$ cat config.mk
export PLATFORM = sky130hd
export DESIGN_NAME = object_sprite_flat
export DESIGN_NICKNAME = d
export VERILOG_FILES = /design/src/rtl/sprite_pkg.sv /design/src/rtl/object_sprite_if.sv /design/src/rtl/sprite_motion.sv /design/src/rtl/object_sprite.sv /design/src/flat_wrapper.sv
export SDC_FILE = /design/constraint.sdc
export NUM_CORES = 1
export LEC_CHECK = 0
export ABC_AREA = 1
export CAP_MARGIN = 10
export CORE_MARGIN = 2
export CORE_UTILIZATION = 46
export CTS_BUF_LIST = sky130_fd_sc_hd__clkbuf_16
export CTS_CLUSTER_SIZE = 10
export DETAILED_ROUTE_END_ITERATION = 10
export HOLD_SLACK_MARGIN = 0.02
export PLACE_DENSITY = 0.88
export SYNTH_ARGS = -nofsm -noshare
export SYNTH_HDL_FRONTEND = slang
export SYNTH_SLANG_ARGS = --single-unit
export TNS_END_PERCENT = 10
$ cat constraint.sdc
create_clock -name clk -period 2.8 [get_ports clk]
set_clock_uncertainty 0.05 [all_clocks]
set_input_delay 0.42 -clock clk [delete_from_list [all_inputs] [get_ports clk]]
set_output_delay 0.42 -clock clk [all_outputs]
set_load 0.02 [all_outputs]
$ cat src/rtl/sprite_pkg.sv
// Shared sprite overlay definitions: mode encoding, screen defaults, bounce helper.
// Latency: none (declarations only).
// Backpressure: none.
package sprite_pkg;

    typedef enum logic [1:0] {
        MODE_THUMB  = 2'b00,
        MODE_FULL   = 2'b01,
        MODE_BOUNCE = 2'b10,
        MODE_HIDDEN = 2'b11
    } mode_t;

    localparam int DEF_SCREEN_W = 640;
    localparam int DEF_SCREEN_H = 480;

    // Raster position in -> sprite_on out, in clocks; the sync path must match it.
    localparam int PIPE_LATENCY = 3;

    // One bounce step along one axis. limit is the largest legal top-left
    // coordinate (screen extent minus sprite extent). Returns {moving_neg, pos}.
    // Hitting the far edge clamps and reverses; running out of room at 0
    // clamps to 0 and reverses.
    function automatic logic [10:0] bounce_axis(input logic [9:0] pos,
                                                input logic       moving_neg,
                                                input int         step,
                                                input int         limit);
        int          p;
        logic [10:0] res;
        p = int'(pos);
        if (!moving_neg && (p + step > limit)) begin
            res = {1'b1, 10'(limit)};
        end else if (moving_neg && (p < step)) begin
            res = {1'b0, 10'd0};
        end else if (moving_neg) begin
            res = {1'b1, 10'(p - step)};
        end else begin
            res = {1'b0, 10'(p + step)};
        end
        return res;
    endfunction

endpackage

$ cat src/rtl/object_sprite_if.sv
// Raster-in / ROM / overlay-out bundle of the sprite block.
// Latency: none (wiring only).
// Backpressure: none; raster data streams every pixel clock.
interface object_sprite_if #(
    parameter int ADDR_W = 8,
    parameter int ROM_W  = 208
) ();
    logic [9:0]        HCount;
    logic [9:0]        VCount;
    logic              sprite_select;
    logic [1:0]        mode;
    logic [ADDR_W-1:0] rom_addr;
    logic [ROM_W-1:0]  rom_data;
    logic              sprite_on;
    logic              frame_tick;

    // Sprite block side
    modport slave (
        input  HCount, VCount, sprite_select, mode, rom_data,
        output rom_addr, sprite_on, frame_tick
    );

    // Raster source / ROM / colour mux side
    modport master (
        output HCount, VCount, sprite_select, mode, rom_data,
        input  rom_addr, sprite_on, frame_tick
    );
endinterface

$ cat src/rtl/sprite_motion.sv
// Sprite top-left position: fixed placements plus autonomous bounce, updated once per frame.
// Latency: new position visible the clock after the frame tick.
// Backpressure: none; holds position between ticks.
module sprite_motion
    import sprite_pkg::*;
#(
    parameter int SPR_W    = 200,
    parameter int SPR_H    = 145,
    parameter int SCREEN_W = DEF_SCREEN_W,
    parameter int SCREEN_H = DEF_SCREEN_H,
    parameter int THUMB_X  = 6,
    parameter int THUMB_Y  = 318,
    parameter int FULL_X   = 214,
    parameter int FULL_Y   = 172,
    parameter int STEP     = 2
) (
    input  logic       clk,
    input  logic       reset,
    input  logic       frame_tick,
    input  mode_t      mode_q,       // mode in force during the frame now ending
    input  mode_t      mode_next,    // mode being captured at this tick
    input  logic       select_next,  // enable being captured at this tick
    output logic [9:0] pos_x,
    output logic [9:0] pos_y
);

    logic        dir_x_neg;
    logic        dir_y_neg;
    logic [10:0] step_x;
    logic [10:0] step_y;

    // Candidate bounce step for each axis, evaluated independently
    always_comb begin
        step_x = bounce_axis(pos_x, dir_x_neg, STEP, SCREEN_W - SPR_W);
        step_y = bounce_axis(pos_y, dir_y_neg, STEP, SCREEN_H - SPR_H);
    end

    // Position and direction only change at the frame boundary, so a frame never tears
    always_ff @(posedge clk or posedge reset) begin
        if (reset) begin
            pos_x     <= 10'(THUMB_X);
            pos_y     <= 10'(THUMB_Y);
            dir_x_neg <= 1'b0;
            dir_y_neg <= 1'b0;
        end else if (frame_tick && select_next) begin
            case (mode_next)
                MODE_THUMB: begin
                    pos_x <= 10'(THUMB_X);
                    pos_y <= 10'(THUMB_Y);
                end
                MODE_FULL: begin
                    pos_x <= 10'(FULL_X);
                    pos_y <= 10'(FULL_Y);
                end
                MODE_BOUNCE: begin
                    if (mode_q != MODE_BOUNCE) begin
                        // Fresh entry: start centred, heading down-right
                        pos_x     <= 10'(FULL_X);
                        pos_y     <= 10'(FULL_Y);
                        dir_x_neg <= 1'b0;
                        dir_y_neg <= 1'b0;
                    end else begin
                        pos_x     <= step_x[9:0];
                        dir_x_neg <= step_x[10];
                        pos_y     <= step_y[9:0];
                        dir_y_neg <= step_y[10];
                    end
                end
                default: begin
                    // Hidden: keep the last position
                end
            endcase
        end
    end

endmodule

$ cat src/rtl/object_sprite.sv
// Per-pixel bitmap sprite coverage for the VGA raster, driving an external synchronous ROM.
// Latency: 3 clocks from HCount/VCount to sprite_on; frame_tick 1 clock after the boundary pixel.
// Backpressure: none; accepts one raster position every clock.
module object_sprite
    import sprite_pkg::*;
#(
    parameter int SPR_W    = 200,
    parameter int SPR_H    = 145,
    parameter int ROM_W    = 208,
    parameter int ADDR_W   = 8,
    parameter int SCREEN_W = DEF_SCREEN_W,
    parameter int SCREEN_H = DEF_SCREEN_H,
    parameter int THUMB_X  = 6,
    parameter int THUMB_Y  = 318,
    parameter int FULL_X   = 214,
    parameter int FULL_Y   = 172,
    parameter int STEP     = 2
) (
    input  logic           clk,
    input  logic           reset,
    object_sprite_if.slave bus
);

    localparam int COL_W = $clog2(ROM_W);

    mode_t             mode_q;
    logic              select_q;
    logic              tick;
    logic [9:0]        pos_x;
    logic [9:0]        pos_y;

    // Window compare at 11 bits so x/y + size never wraps
    logic [10:0]       h_ext;
    logic [10:0]       v_ext;
    logic [10:0]       x_lo;
    logic [10:0]       x_hi;
    logic [10:0]       y_lo;
    logic [10:0]       y_hi;
    logic              in_box;
    logic [ADDR_W-1:0] row_off;
    logic [COL_W-1:0]  col_off;

    logic [ADDR_W-1:0] rom_addr_q;
    logic              in_box_d1;
    logic [COL_W-1:0]  col_d1;
    logic              in_box_d2;
    logic [COL_W-1:0]  col_d2;
    logic              sprite_on_q;

    // Frame boundary: register the compare so the pulse is exactly one clock per frame
    always_ff @(posedge clk or posedge reset) begin
        if (reset) begin
            tick <= 1'b0;
        end else begin
            tick <= (bus.HCount == 10'd0) && (bus.VCount == 10'(SCREEN_H));
        end
    end

    // Mode/enable only take effect at the frame boundary; mid-frame changes wait
    always_ff @(posedge clk or posedge reset) begin
        if (reset) begin
            mode_q   <= MODE_THUMB;
            select_q <= 1'b0;
        end else if (tick) begin
            mode_q   <= mode_t'(bus.mode);
            select_q <= bus.sprite_select;
        end
    end

    sprite_motion #(
        .SPR_W    (SPR_W),
        .SPR_H    (SPR_H),
        .SCREEN_W (SCREEN_W),
        .SCREEN_H (SCREEN_H),
        .THUMB_X  (THUMB_X),
        .THUMB_Y  (THUMB_Y),
        .FULL_X   (FULL_X),
        .FULL_Y   (FULL_Y),
        .STEP     (STEP)
    ) u_motion (
        .clk         (clk),
        .reset       (reset),
        .frame_tick  (tick),
        .mode_q      (mode_q),
        .mode_next   (mode_t'(bus.mode)),
        .select_next (bus.sprite_select),
        .pos_x       (pos_x),
        .pos_y       (pos_y)
    );

    // Stage 1 combinational: is the raster inside the sprite rectangle, and where
    always_comb begin
        h_ext   = {1'b0, bus.HCount};
        v_ext   = {1'b0, bus.VCount};
        x_lo    = {1'b0, pos_x};
        y_lo    = {1'b0, pos_y};
        x_hi    = x_lo + 11'(SPR_W - 1);
        y_hi    = y_lo + 11'(SPR_H - 1);
        in_box  = (h_ext >= x_lo) && (h_ext <= x_hi) &&
                  (v_ext >= y_lo) && (v_ext <= y_hi);
        // Offsets wrap outside the box; the data is masked by in_box later
        row_off = ADDR_W'(bus.VCount - pos_y);
        col_off = COL_W'(bus.HCount - pos_x);
    end

    // Stage 1 register: launch the ROM row read, hold coverage and column alongside
    always_ff @(posedge clk or posedge reset) begin
        if (reset) begin
            rom_addr_q <= '0;
            in_box_d1  <= 1'b0;
            col_d1     <= '0;
        end else begin
            rom_addr_q <= row_off;
            in_box_d1  <= in_box;
            col_d1     <= col_off;
        end
    end

    // Stage 2: wait out the ROM's one-clock read
    always_ff @(posedge clk or posedge reset) begin
        if (reset) begin
            in_box_d2 <= 1'b0;
            col_d2    <= '0;
        end else begin
            in_box_d2 <= in_box_d1;
            col_d2    <= col_d1;
        end
    end

    // Stage 3: pick the pixel bit (bit 0 = leftmost) and gate with enable/mode
    always_ff @(posedge clk or posedge reset) begin
        if (reset) begin
            sprite_on_q <= 1'b0;
        end else begin
            sprite_on_q <= in_box_d2 && select_q && (mode_q != MODE_HIDDEN) &&
                           bus.rom_data[col_d2];
        end
    end

    assign bus.rom_addr   = rom_addr_q;
    assign bus.sprite_on  = sprite_on_q;
    assign bus.frame_tick = tick;

endmodule

$ cat src/flat_wrapper.sv
// flat-port wrapper written by rule: the top's interface ports become plain ports
module object_sprite_flat import sprite_pkg::*;
#(
    parameter int SPR_W    = 200,
    parameter int SPR_H    = 145,
    parameter int ROM_W    = 208,
    parameter int ADDR_W   = 8,
    parameter int SCREEN_W = DEF_SCREEN_W,
    parameter int SCREEN_H = DEF_SCREEN_H,
    parameter int THUMB_X  = 6,
    parameter int THUMB_Y  = 318,
    parameter int FULL_X   = 214,
    parameter int FULL_Y   = 172,
    parameter int STEP     = 2
)
  (clk, reset, bus_HCount, bus_VCount, bus_sprite_select, bus_mode, bus_rom_data, bus_rom_addr, bus_sprite_on, bus_frame_tick);
  object_sprite_if #(.ADDR_W(ADDR_W), .ROM_W(ROM_W)) bus_i ();
  input  logic clk;
  input  logic reset;
  input wire logic [$bits(bus_i.HCount)-1:0] bus_HCount;
  input wire logic [$bits(bus_i.VCount)-1:0] bus_VCount;
  input wire logic [$bits(bus_i.sprite_select)-1:0] bus_sprite_select;
  input wire logic [$bits(bus_i.mode)-1:0] bus_mode;
  input wire logic [$bits(bus_i.rom_data)-1:0] bus_rom_data;
  output wire logic [$bits(bus_i.rom_addr)-1:0] bus_rom_addr;
  output wire logic [$bits(bus_i.sprite_on)-1:0] bus_sprite_on;
  output wire logic [$bits(bus_i.frame_tick)-1:0] bus_frame_tick;
  assign bus_i.HCount = bus_HCount;
  assign bus_i.VCount = bus_VCount;
  assign bus_i.sprite_select = bus_sprite_select;
  assign bus_i.mode = bus_mode;
  assign bus_i.rom_data = bus_rom_data;
  assign bus_rom_addr = bus_i.rom_addr;
  assign bus_sprite_on = bus_i.sprite_on;
  assign bus_frame_tick = bus_i.frame_tick;
  object_sprite #(.SPR_W(SPR_W), .SPR_H(SPR_H), .ROM_W(ROM_W), .ADDR_W(ADDR_W), .SCREEN_W(SCREEN_W), .SCREEN_H(SCREEN_H), .THUMB_X(THUMB_X), .THUMB_Y(THUMB_Y), .FULL_X(FULL_X), .FULL_Y(FULL_Y), .STEP(STEP)) u_core (.clk(clk), .reset(reset), .bus(bus_i));
endmodule
==> impl_metrics.ini <==
[job]
maxCapViolations = 0

[yosys]
yosysMostFrequentCell = nand2_1
synth_compound_area_frac = 0.104
syn_area_um2 = 6370
synth_top_area_cell = nand2_1
synth_simple_gate_area_frac = 0.448
async_flop_share = 1.00
ys_ff_latch = 52
syn-instance-count = 1090
ys_types = 43
synth_fa_ha_area_frac = 0.0927
ys_top_cells_by_area = nand2_1 (23%), dfrtp_1 (17%), nand3_1 (14%), ha_1 (8.6%), inv_1 (6.6%)
synth-edff-count = 0
syn_nets = 1369
yosysWarnings = 0
synth_top_family_by_area = simple AND/OR/NAND/NOR gates
synthMuxAreaShare = 0
netlist_top_cells_count = nand2_1 (386), nand3_1 (174), inv_1 (112)
synthXorXnorAreaFrac = 0.0412
synth_ff_type = dfrtp_1
synth_top_cell_area_share = 0.227
ys_seq_area_frac = 0.206
syn_avg_cell_area_um2 = 5.85

[die]
die_area_um2 = 14800
die_width_um = 122
core-area_um2 = 13700
start_util = 0.464
die_h_um = 122
fp-row-count = 43
pin_count = 243

[worst_setup_path]
start_kind = flip-flop
rrSetupSlack_ps = 240
endpoint_kind = flip-flop
cp_data_required_time_ps = 2970
cp_data_arrival_time_ps = 2730
crit_type = reg2reg
cp_max_fo = 8

[timing]
rsz0062_at_grt = false
final_hold_viol_count = 0
slew_viol_final = 0
post-route-min-period_ps = 2560
tightest_slew_ps = 871
period_share = 0.913
tns_ps = 0
setup_viol = 0
max_clock_freq_ghz = 0.391
slew-limit-headroom = 0.416

[clocking]
cts_root_buf = clkbuf_16
clkSlewWorstSetupHoldPaths_ps = 70
cts_setup_buffers = 0
cts-resized-gates = 0
cts_buffers = 5
clk_latency_ps = 290
postCtsHoldBufs = 0
h-tree-depth = 2
cts.sinks = 52
clockBufferDepth = 2
cts_tree = yes

[placement]
dp.cells = 1474
gp_congestion = 0.999
io_buffers = 242
dp_hpwl_um = 17600

[global_route]
grt_usage = 0.290
grt_pass1_wl_um = 35100
overflow = 0
grt_pass1_vias = 7274
grt_start_max_net_pins = 105
grt_antenna_before_repair = 0

[finish]
drive_above_1_share = 0.0361
synthToLayoutAreaGrowth_pct = 41.8
seqCellArea_um2 = 1310
stdcell_count = 1482
fin_nets = 1580
fillers = 1223
multi_input_area_um2 = 4370
antennaDiodeCount = 0

[routing]
route.detailed.drc = 0
via_per_inst = 5.36
firstDrtPassIters = 5
first_iter_violations = 753
ant_nets = 0
vias = 7945
post_drt_wl_per_cell_um = 15.2
wl_um = 22500

[power]
p_int_w = 0.00164
power_switching_share = 0.323
power_per_cell_area_nw_per_um2 = 268
pwr-share-seq = 0.330
comb_power_share = 0.413
power.ir.vdd_worst_mv = 0.285
switching_power_w = 0.000784
clkPwrFrac = 0.256
p_leak_nw = 4.39

[worst_hold_path]
hold_path_class = reg2reg

[outcome]
status = finished clean
## power by group through the flow
stage               logic, W  clock network, W  registers, W
global placement    0.000981                 0      0.000814
global route         0.00110          0.000667      0.000804
finish               0.00100          0.000621      0.000801
detailed placement  0.000993                 0      0.000815
CTS                 0.000998          0.000629      0.000801
floorplan           0.000486                 0      0.000826
## cell families (layout without fill, tap and decap cells)
group	after synthesis	in the layout
and+or+nand+nor	677	677
buffers and inverters	164	376
AOI/OAI and AO/OA	120	120
DFF	52	52
adders and majority gates	46	46
xor gates and xnor gates	30	30
other	1	1
## path summary, 6_finish.rpt
check                           cells after the start                                 start                                    to
max in group asynchronous                           3                                 reset  u_core.u_motion.pos_x[2]$_DFFE_PP1P_
worst min register to register                      0            u_core.col_d1[3]$_DFF_PP0_            u_core.col_d2[3]$_DFF_PP0_
worst min-delay path                                0            u_core.col_d1[3]$_DFF_PP0_            u_core.col_d2[3]$_DFF_PP0_
worst max-delay path                               14  u_core.u_motion.pos_x[1]$_DFFE_PP1P_            u_core.in_box_d1$_DFF_PP0_
worst max register to register                     14  u_core.u_motion.pos_x[1]$_DFFE_PP1P_            u_core.in_box_d1$_DFF_PP0_
min in group asynchronous                           2                                 reset      u_core.bus.rom_addr[2]$_DFF_PP0_
## sequential cells by signal, indices dropped and copies added, names as in the netlist, 2 cells and up
| register | flops |
|---|---|
| u_core.bus.rom_addr | 8 |
| u_core.u_motion.pos_y | 10 |
| u_core.mode_q | 2 |
| u_core.col_d1 | 8 |
| u_core.col_d2 | 8 |
| u_core.u_motion.pos_x | 9 |
## area by class of cell
type,instances,area share
clock buffer,5,0.0138
inverter,116,0.0482
multi-input combinational,874,0.484
clock inverter,3,0.00291
timing repair buffer,252,0.281
sequential,52,0.145
tap,180,0.0249
## per-stage QoR
step / setup WS [ps] / util / hold slack, ps / cell area (µm²) / total power (W)
global placement: 355 / 0.648 / 282 / 8880 / 0.00179
floorplan: 565 / - / 281 / 6370 / 0.00131
CTS: 249 / 0.659 / 303 / 9030 / 0.00243
global route: 17.7 / 0.659 / 307 / 9030 / 0.00257
finish: 244 / 0.659 / 300 / 9030 / 0.00242
detailed placement: 271 / 0.648 / 287 / 8880 / 0.00181
## critical path, cell delays in order (launching register included)
cell,delay (ps)
dfstp_2,600
inv_1,160
a21oi_1,270
nand2_1,130
xor2_1,160
ha_1,300
a21oi_1,170
o21ai_0,110
a21oi_1,120
o21ai_0,80
nand2_1,60
nand2_1,40
nand3_1,70
nand3_1,70
nor2_1,110
## metal layers
| metal | track usage | wire (µm) | up-vias |
|---|---|---|---|
| met5 | 0 | 0 | - |
| met4 | 0.0812 | 645 | 0 |
| met3 | 0.0510 | 2070 | 59 |
| met2 | 0.528 | 11000 | 371 |
| met1 | 0.352 | 8840 | 3594 |
| li1 | - | - | 3921 |
## layout by cell type (no fill, tap or decap), types with 5 or more instances in the layout
master,count
nand2_1,386
clkdlybuf4s50_1,242
nand3_1,174
inv_1,111
nor2_1,88
a21oi_1,48
ha_1,44
o21ai_0,43
dfrtp_1,42
xor2_1,22
xnor2_1,8
dfstp_2,8
nor2_2,7
buf_4,7
o211ai_1,5
clkbuf_16,5
Power figures use the tool's default switching activity.
